$ cat src/rtl/framed_stack_pkg.sv
// framed_stack_pkg: operation and status encodings shared by the framed
// operand stack, its frame-base LIFO and anything driving them.
package framed_stack_pkg;

    typedef enum logic [2:0] {
        OP_NONE        = 3'd0,
        OP_PUSH        = 3'd1,
        OP_POP         = 3'd2,
        OP_REPLACE     = 3'd3,
        OP_PICK        = 3'd4,
        OP_CALL        = 3'd5,
        OP_RETURN      = 3'd6,
        OP_FRAME_RESET = 3'd7
    } op_e;

    typedef enum logic [2:0] {
        ST_NONE            = 3'd0,
        ST_EMPTY           = 3'd1,
        ST_FULL            = 3'd2,
        ST_OVERFLOW        = 3'd3,
        ST_UNDERFLOW       = 3'd4,
        ST_FRAME_OVERFLOW  = 3'd5,
        ST_FRAME_UNDERFLOW = 3'd6
    } status_e;

endpackage

$ cat src/rtl/base_lifo.sv
// base_lifo: small LIFO of saved frame bases (DEPTH+1 bits each,
// 2**FRAMES entries). dout is the most recently pushed base, 0 when empty.
// Pushing when full or popping when empty is ignored.
module base_lifo
    import framed_stack_pkg::*;
#(
    parameter int DEPTH  = 4,
    parameter int FRAMES = 2
) (
    input  logic            clk,
    input  logic            reset,
    input  logic            push,
    input  logic            pop,
    input  logic [DEPTH:0]  din,
    output logic [DEPTH:0]  dout,
    output logic [FRAMES:0] level
);

    localparam int              SLOTS   = 1 << FRAMES;
    localparam logic [FRAMES:0] LVL_ONE = (FRAMES + 1)'(1);
    localparam logic [FRAMES:0] LVL_MAX = {1'b1, {FRAMES{1'b0}}};

    logic [DEPTH:0]  mem_q [SLOTS];
    logic [FRAMES:0] level_q, level_d;
    logic            push_ok, pop_ok;

    assign push_ok = push && (level_q != LVL_MAX);
    assign pop_ok  = pop  && (level_q != '0);

    // Next occupancy count; a simultaneous push and pop leaves it unchanged.
    always_comb begin
        level_d = level_q;
        if (push_ok && !pop_ok)
            level_d = level_q + LVL_ONE;
        else if (pop_ok && !push_ok)
            level_d = level_q - LVL_ONE;
    end

    // Occupancy register, cleared asynchronously.
    always_ff @(posedge clk or posedge reset) begin
        if (reset)
            level_q <= '0;
        else
            level_q <= level_d;
    end

    // Base storage; contents are don't-care until pushed, so no reset.
    always_ff @(posedge clk) begin
        if (push_ok && !reset)
            mem_q[level_q[FRAMES-1:0]] <= din;
    end

    assign dout  = (level_q == '0) ? '0 : mem_q[FRAMES'(level_q - LVL_ONE)];
    assign level = level_q;

endmodule

$ cat src/rtl/framed_stack.sv
// framed_stack: operand stack with an internal frame-base LIFO. CALL saves
// the underflow limit and starts a new frame at the current index; RETURN
// restores it. PICK reads at a depth offset inside the current frame.
// Optional build macro RETURN_VALUE_EN: RETURN from a non-empty frame keeps
// the old top of stack as a single return value on the caller's frame.
module framed_stack
    import framed_stack_pkg::*;
#(
    parameter int WIDTH  = 8,
    parameter int DEPTH  = 4,
    parameter int FRAMES = 2
) (
    input  logic              clk,
    input  logic              reset,
    input  logic [2:0]        op,
    input  logic [WIDTH-1:0]  data,
    input  logic [DEPTH-1:0]  offset,
    output logic [DEPTH:0]    index,
    output logic [DEPTH:0]    frame_base,
    output logic [FRAMES:0]   frame_level,
    output logic [WIDTH-1:0]  tos,
    output logic [WIDTH-1:0]  pick_data,
    output logic [2:0]        status
);

    localparam int              MAX     = 1 << DEPTH;
    localparam logic [DEPTH:0]  MAX_IDX = {1'b1, {DEPTH{1'b0}}};
    localparam logic [DEPTH:0]  IDX_ONE = (DEPTH + 1)'(1);
    localparam logic [FRAMES:0] MAX_LVL = {1'b1, {FRAMES{1'b0}}};

    op_e              op_c;
    logic [WIDTH-1:0] mem_q [MAX];
    logic [DEPTH:0]   index_q, index_d;
    logic [DEPTH:0]   base_q, base_d;
    logic [WIDTH-1:0] tos_q, tos_d;
    logic [WIDTH-1:0] pick_q, pick_d;
    status_e          status_q, status_d;
    logic             has_err;
    status_e          err_code;
    logic [DEPTH:0]   n_vals;
    logic [DEPTH:0]   pick_cnt;
    logic             mem_we;
    logic [DEPTH-1:0] mem_waddr;
    logic [WIDTH-1:0] mem_wdata;
    logic             lifo_push, lifo_pop;
    logic [DEPTH:0]   lifo_dout;
    logic [FRAMES:0]  lifo_level;

    assign op_c     = op_e'(op);
    assign n_vals   = index_q - base_q;
    // A stack trimmed to pick_cnt entries has mem[index-1-offset] on top.
    assign pick_cnt = index_q - {1'b0, offset};

    // Top value of a stack holding cnt entries (0 when cnt is 0).
    function automatic logic [WIDTH-1:0] value_below(input logic [DEPTH:0] cnt);
        return (cnt == '0) ? '0 : mem_q[DEPTH'(cnt - IDX_ONE)];
    endfunction

    base_lifo #(
        .DEPTH  (DEPTH),
        .FRAMES (FRAMES)
    ) u_base_lifo (
        .clk   (clk),
        .reset (reset),
        .push  (lifo_push),
        .pop   (lifo_pop),
        .din   (base_q),
        .dout  (lifo_dout),
        .level (lifo_level)
    );

    // Decode the op: error checks first, then next state and memory write.
    always_comb begin
        // NOTE: every output of this block gets a default first, so no path
        // through the case statement can leave one unassigned and infer a latch.
        index_d   = index_q;
        base_d    = base_q;
        tos_d     = tos_q;
        pick_d    = pick_q;
        has_err   = 1'b0;
        err_code  = ST_NONE;
        mem_we    = 1'b0;
        mem_waddr = index_q[DEPTH-1:0];
        mem_wdata = data;
        lifo_push = 1'b0;
        lifo_pop  = 1'b0;

        case (op_c)
            OP_PUSH: begin
                if (index_q == MAX_IDX) begin
                    has_err  = 1'b1;
                    err_code = ST_OVERFLOW;
                end else begin
                    mem_we  = 1'b1;
                    index_d = index_q + IDX_ONE;
                    tos_d   = data;
                end
            end
            OP_POP: begin
                if (n_vals == '0) begin
                    has_err  = 1'b1;
                    err_code = ST_UNDERFLOW;
                end else begin
                    index_d = index_q - IDX_ONE;
                    tos_d   = value_below(index_q - IDX_ONE);
                end
            end
            OP_REPLACE: begin
                if (n_vals == '0) begin
                    has_err  = 1'b1;
                    err_code = ST_UNDERFLOW;
                end else begin
                    mem_we    = 1'b1;
                    mem_waddr = DEPTH'(index_q - IDX_ONE);
                    tos_d     = data;
                end
            end
            OP_PICK: begin
                if ({1'b0, offset} >= n_vals) begin
                    has_err  = 1'b1;
                    err_code = ST_UNDERFLOW;
                end else begin
                    pick_d = value_below(pick_cnt);
                end
            end
            OP_CALL: begin
                if (lifo_level == MAX_LVL) begin
                    has_err  = 1'b1;
                    err_code = ST_FRAME_OVERFLOW;
                end else begin
                    lifo_push = 1'b1;
                    base_d    = index_q;
                end
            end
            OP_RETURN: begin
                if (lifo_level == '0) begin
                    has_err  = 1'b1;
                    err_code = ST_FRAME_UNDERFLOW;
                end else begin
                    lifo_pop = 1'b1;
                    base_d   = lifo_dout;
`ifdef RETURN_VALUE_EN
                    if (n_vals != '0) begin
                        // Old TOS becomes the single value left at the callee base.
                        mem_we    = 1'b1;
                        mem_waddr = base_q[DEPTH-1:0];
                        mem_wdata = tos_q;
                        index_d   = base_q + IDX_ONE;
                        tos_d     = tos_q;
                    end else begin
                        index_d = base_q;
                        tos_d   = value_below(base_q);
                    end
`else
                    index_d = base_q;
                    tos_d   = value_below(base_q);
`endif
                end
            end
            OP_FRAME_RESET: begin
                index_d = base_q;
                tos_d   = value_below(base_q);
            end
            default: ;
        endcase

        if (has_err)
            status_d = err_code;
        else if (index_d == base_d)
            status_d = ST_EMPTY;
        else if (index_d == MAX_IDX)
            status_d = ST_FULL;
        else
            status_d = ST_NONE;
    end

    // Architectural registers, cleared asynchronously; reset beats any op.
    always_ff @(posedge clk or posedge reset) begin
        // NOTE: non-blocking assignments so every register samples the
        // pre-edge state, independent of statement order.
        if (reset) begin
            index_q  <= '0;
            base_q   <= '0;
            tos_q    <= '0;
            pick_q   <= '0;
            status_q <= ST_EMPTY;
        end else begin
            index_q  <= index_d;
            base_q   <= base_d;
            tos_q    <= tos_d;
            pick_q   <= pick_d;
            status_q <= status_d;
        end
    end

    // Value memory write port.
    always_ff @(posedge clk) begin
        // NOTE: the value memory is deliberately not reset; index bounds every
        // read, so stale contents are never observable.
        if (mem_we && !reset)
            mem_q[mem_waddr] <= mem_wdata;
    end

    assign index       = index_q;
    assign frame_base  = base_q;
    assign frame_level = lifo_level;
    assign tos         = tos_q;
    assign pick_data   = pick_q;
    assign status      = status_q;

endmodule

$ cat config.mk
export PLATFORM = sky130hd
export DESIGN_NAME = framed_stack
export DESIGN_NICKNAME = d
export VERILOG_FILES = /design/src/rtl/framed_stack_pkg.sv /design/src/rtl/base_lifo.sv /design/src/rtl/framed_stack.sv
export SDC_FILE = /design/constraint.sdc
export NUM_CORES = 1
export LEC_CHECK = 0
export CAP_MARGIN = 10
export CORE_MARGIN = 1.5
export CORE_UTILIZATION = 58
export DETAILED_ROUTE_END_ITERATION = 10
export GPL_ROUTABILITY_DRIVEN = 0
export GPL_TIMING_DRIVEN = 0
export MAX_ROUTING_LAYER = met4
export PLACE_DENSITY_LB_ADDON = 0.25
export SLEW_MARGIN = 0
export SYNTH_ARGS = -nofsm -noshare
export SYNTH_HDL_FRONTEND = slang
export SYNTH_SLANG_ARGS = --single-unit
$ cat constraint.sdc
create_clock -name clk -period 7.3 [get_ports clk]
set_input_delay 1.46 -clock clk [delete_from_list [all_inputs] [get_ports clk]]
set_output_delay 1.46 -clock clk [all_outputs]
set_load 0.1 [all_outputs]
==> results by stage <==
Synth:
- Yosys mapped a number of flops with a built-in enable equal to 148.
- The post-synthesis sequential area ratio is 0.494.
- The warning count from the yosys run is 0.
- The most used flip-flop cell after synthesis is edfxtp_1.
- Of all flip-flops after synthesis, the portion carrying an async set or reset was 0.178.
- The number of nets handed over by synthesis was 767.
- The number of library cell types mapped by synthesis is 69.
- The per-instance average area after synthesis is 14.7 um2.
- The cell area that synthesis handed to floorplanning was 10,600 um2.
- Counting flops and latches in the post-synthesis netlist gives 180.
- The instance count of the mapped netlist is 721.

Floorplanning:
- The y dimension of the die is 138 um.
- The core region is 18,000 um2.
- The boundary pin count is 49.
- The floorplan row count is 49.
- The initial utilization of the core area, before any placement, comes to 0.591.
- The die area is 19,100 um2.
- The width of the chip is 138 um.

Critical path:
- The launching element type of the critical path is an input pin.
- By startpoint and endpoint, the worst setup path is classified as in2reg.
- The data arrival time of the worst path is 5.23 ns.
- The maximum fanout encountered on the critical timing path is 10.
- STA classifies the critical path endpoint as a flip-flop.
- At the worst endpoint, the required time is 7.60 ns.

Finish:
- The final core utilization is 0.668.
- Counting the fill cells in the layout gives 1,219.
- Summing all multi-input logic gate instances after layout gives 5010 um2.
- Leaving out fill and tap cells, the most frequent cell in the layout is edfxtp_1.
- The antenna diode instance count is 0.
- Relative to the synthesized area, the layout overhead comes to 13.0%.
- Of the cells placed in the final design, the portion with a size suffix greater than 1 is 0.257.
- The net count reported at finish is 834.
- Registers take 5250 um2.
- Leaving out fill and tap cells, the most frequent cells in the layout are 148 x edfxtp_1, 101 x mux4_2, 48 x clkdlybuf4s50_1.

STA:
- Measured against its own limit, the worst slew margin works out to 0.234.
- The final max-slew violation count came to 0.
- The final count of hold timing violations was 0.
- The clock period minus worst slack is 4.94 ns.
- Setup repair after global routing left no endpoint under its margin.
- The final total negative setup slack is 0 ns.
- Setup violations remaining at the end of the flow were counted as 0.
- The transition at the pin with the smallest max-transition slack is 1.14 ns.
- The maximum clock frequency is 203 MHz.
- The final cycle utilization of the critical path is 0.676.
- The final worst clock skew is 0.0115 ns.

Placed design:
- The number of input and output port buffers inserted is 48.
- The estimated wirelength of the detail-placed design is 20,200 um.

Clock network:
- The maximum root-to-sink buffer count is 2.
- The tree is rooted in a clkbuf_16.
- The post-CTS setup-driven buffer insertion count is 0.
- The total number of clock tree sinks is 180.
- Buffers inserted during clock tree synthesis total 17.
- The clock transition at the registers of the reported paths is 0.07 ns.
- The clock insertion delay at the later pin of the skew report is 0.44 ns.
- CTS built an H-tree with a depth of 4.
- The total of cells resized after clock tree synthesis is 0.
- The count of hold-fix buffers inserted at cts is 0.
- The clock tree from TritonCTS is done.

Drt:
- The number of nets with antenna violations after routing is 0.
- The detail-routed via count per cell is 7.05.
- The wire length per cell is 28.2 um.
- The number of iterations in the first detailed-routing pass is 6.
- In this run, the number of DRC markers left after iteration 0 of detailed routing was 842.
- The routed layout has 7,261 vias.
- In the routed design, unresolved DRC markers number 0.
- The routed wire length is 29,000 um.

Global route:
- For this run, global-route usage on met2 was measured as 0.510.
- In this run the most used layer during global routing was met2.
- The global-route total usage across every layer is 0.321.
- For met1 alone, demand over resource in global routing was 0.393.
- The number of antenna violations at the first check in global routing is 0.
- The pin count of the biggest net entering global routing is 38.
- For met3 alone, demand over resource in global routing was 0.0714.
- Global routing finished with a remaining overflow of 0.
- The first-pass GRT wire length is 44,300 um.
- The number of global-route vias before repair was 7,487.

Status:
- The run finished with clean final reports.

Worst hold path:
- The class of the worst hold path is reg2reg.

Run:
- Across the run, the number of max-cap violations was 0.
[through the flow]
step                instances  worst slack [ns]  hold slack [ns]  cell area, um2
detailed placement        998              2.07            0.491           11400
CTS                      1030              2.52            0.507           12000
finish                   1030              2.36            0.507           12000
floorplan                 721              3.05            0.743           10600
global route             1030              2.13            0.538           12000
global placement          998              2.12            0.472           11400
[worst max-delay path, stage by stage]
cell and delay, ns:
clkdlybuf4s50_1 0.51, ha_1 0.17, inv_1 0.06, fa_1 0.48, inv_1 0.08, ha_1 0.44
clkbuf_1 0.69, mux4_2 0.42, mux2i_1 0.40, nor2_1 0.08, a21oi_1 0.29, o21ai_0 0.14
[cells in the mapped netlist (2+ instances only)]
| master | n | area [um2] |
|---|---|---|
| o21a_1 | 2 | 15.0 |
| ha_1 | 27 | 338 |
| nand2_1 | 45 | 169 |
| buf_2 | 19 | 95.1 |
| nor2b_1 | 9 | 56.3 |
| o31a_1 | 3 | 26.3 |
| nor2_1 | 30 | 113 |
| mux4_2 | 101 | 2270 |
| buf_6 | 5 | 56.3 |
| fa_1 | 2 | 40.0 |
| o211ai_1 | 19 | 143 |
| xnor2_2 | 2 | 32.5 |
| buf_4 | 3 | 22.5 |
| xnor2_1 | 15 | 131 |
| nor3b_1 | 4 | 30.0 |
| inv_1 | 35 | 131 |
| or3_1 | 3 | 18.8 |
| a21oi_1 | 19 | 95.1 |
| nand3_1 | 20 | 100 |
| a41oi_1 | 2 | 17.5 |
| mux2_2 | 31 | 349 |
| and3_1 | 6 | 37.5 |
| nand3b_1 | 4 | 30.0 |
| nor3_1 | 7 | 35.0 |
| a31oi_1 | 4 | 25.0 |
| xor2_1 | 6 | 52.6 |
| dfrtp_1 | 31 | 776 |
| a21o_1 | 5 | 37.5 |
| mux2i_1 | 25 | 250 |
| o22ai_1 | 3 | 18.8 |
| buf_1 | 4 | 15.0 |
| clkbuf_1 | 13 | 48.8 |
| o21ai_0 | 21 | 105 |
| edfxtp_1 | 148 | 4440 |
| o21ai_1 | 2 | 10.0 |
| nand2b_1 | 7 | 43.8 |
| a22oi_1 | 7 | 52.6 |
[cell families (layout without fill, tap and decap cells)]
| family | after synthesis | in the layout | share of synthesized area |
|---|---|---|---|
| AO/OA/AOI/OAI | 104 | 104 | 0.0689 |
| XOR/XNOR | 26 | 26 | 0.0266 |
| adder cells (fa/ha/maj) | 29 | 29 | 0.0356 |
| buffers and inverters | 79 | 159 | 0.0347 |
| flip-flops | 180 | 180 | 0.494 |
| multiplexers | 158 | 158 | 0.272 |
| AND/OR/NAND/NOR | 145 | 145 | 0.0688 |
[per-layer routing]
metal | part of all wire | wire length, um | vias to the layer above
met1 | 0.37 | 10600 | 3655
met5 | 0 | 0 | -
li1 | - | - | 3002
met3 | 0.099 | 2860 | 91
met4 | 0.044 | 1280 | 0
met2 | 0.49 | 14300 | 513
[path summary, 6_finish.rpt]
path                                          start  depth (start not counted)  slack (ns)                       end
setup / recovery                          offset[0]                         12        2.36  pick_data[5]$_DFFE_PP0P_
hold / removal             pick_data[3]$_DFFE_PP0P_                          2        0.51  pick_data[3]$_DFFE_PP0P_
setup reg to reg                 index[0]$_DFF_PP0_                         14        2.43     mem_q[1][7]$_DFFE_PP_
hold reg to reg            pick_data[3]$_DFFE_PP0P_                          2        0.51  pick_data[3]$_DFFE_PP0P_
max in group asynchronous                     reset                          2        5.10        tos[2]$_DFFE_PP0P_
min in group asynchronous                     reset                          2        1.66        index[2]$_DFF_PP0_
[registers in the layout, summed over array words and instances, names as in the netlist]
| name | cells |
|---|---|
| status | 3 |
| u_base_lifo.level | 3 |
| frame_base | 5 |
| u_base_lifo.mem_q | 20 |
| tos | 8 |
| mem_q | 128 |
| index | 5 |
| pick_data | 8 |
[cell type report]
cell class / instances / share of cell area
buffer: 44 / 0.0198
clock buffer: 17 / 0.0354
clock inverter: 15 / 0.0156
inverter: 35 / 0.0109
multi-input combinational: 462 / 0.417
sequential: 180 / 0.437
tap: 229 / 0.0239
timing repair buffer: 48 / 0.0400
Power is not shown: default switching activity piles up to over one toggle a cycle in this logic, so the estimate is an artifact.
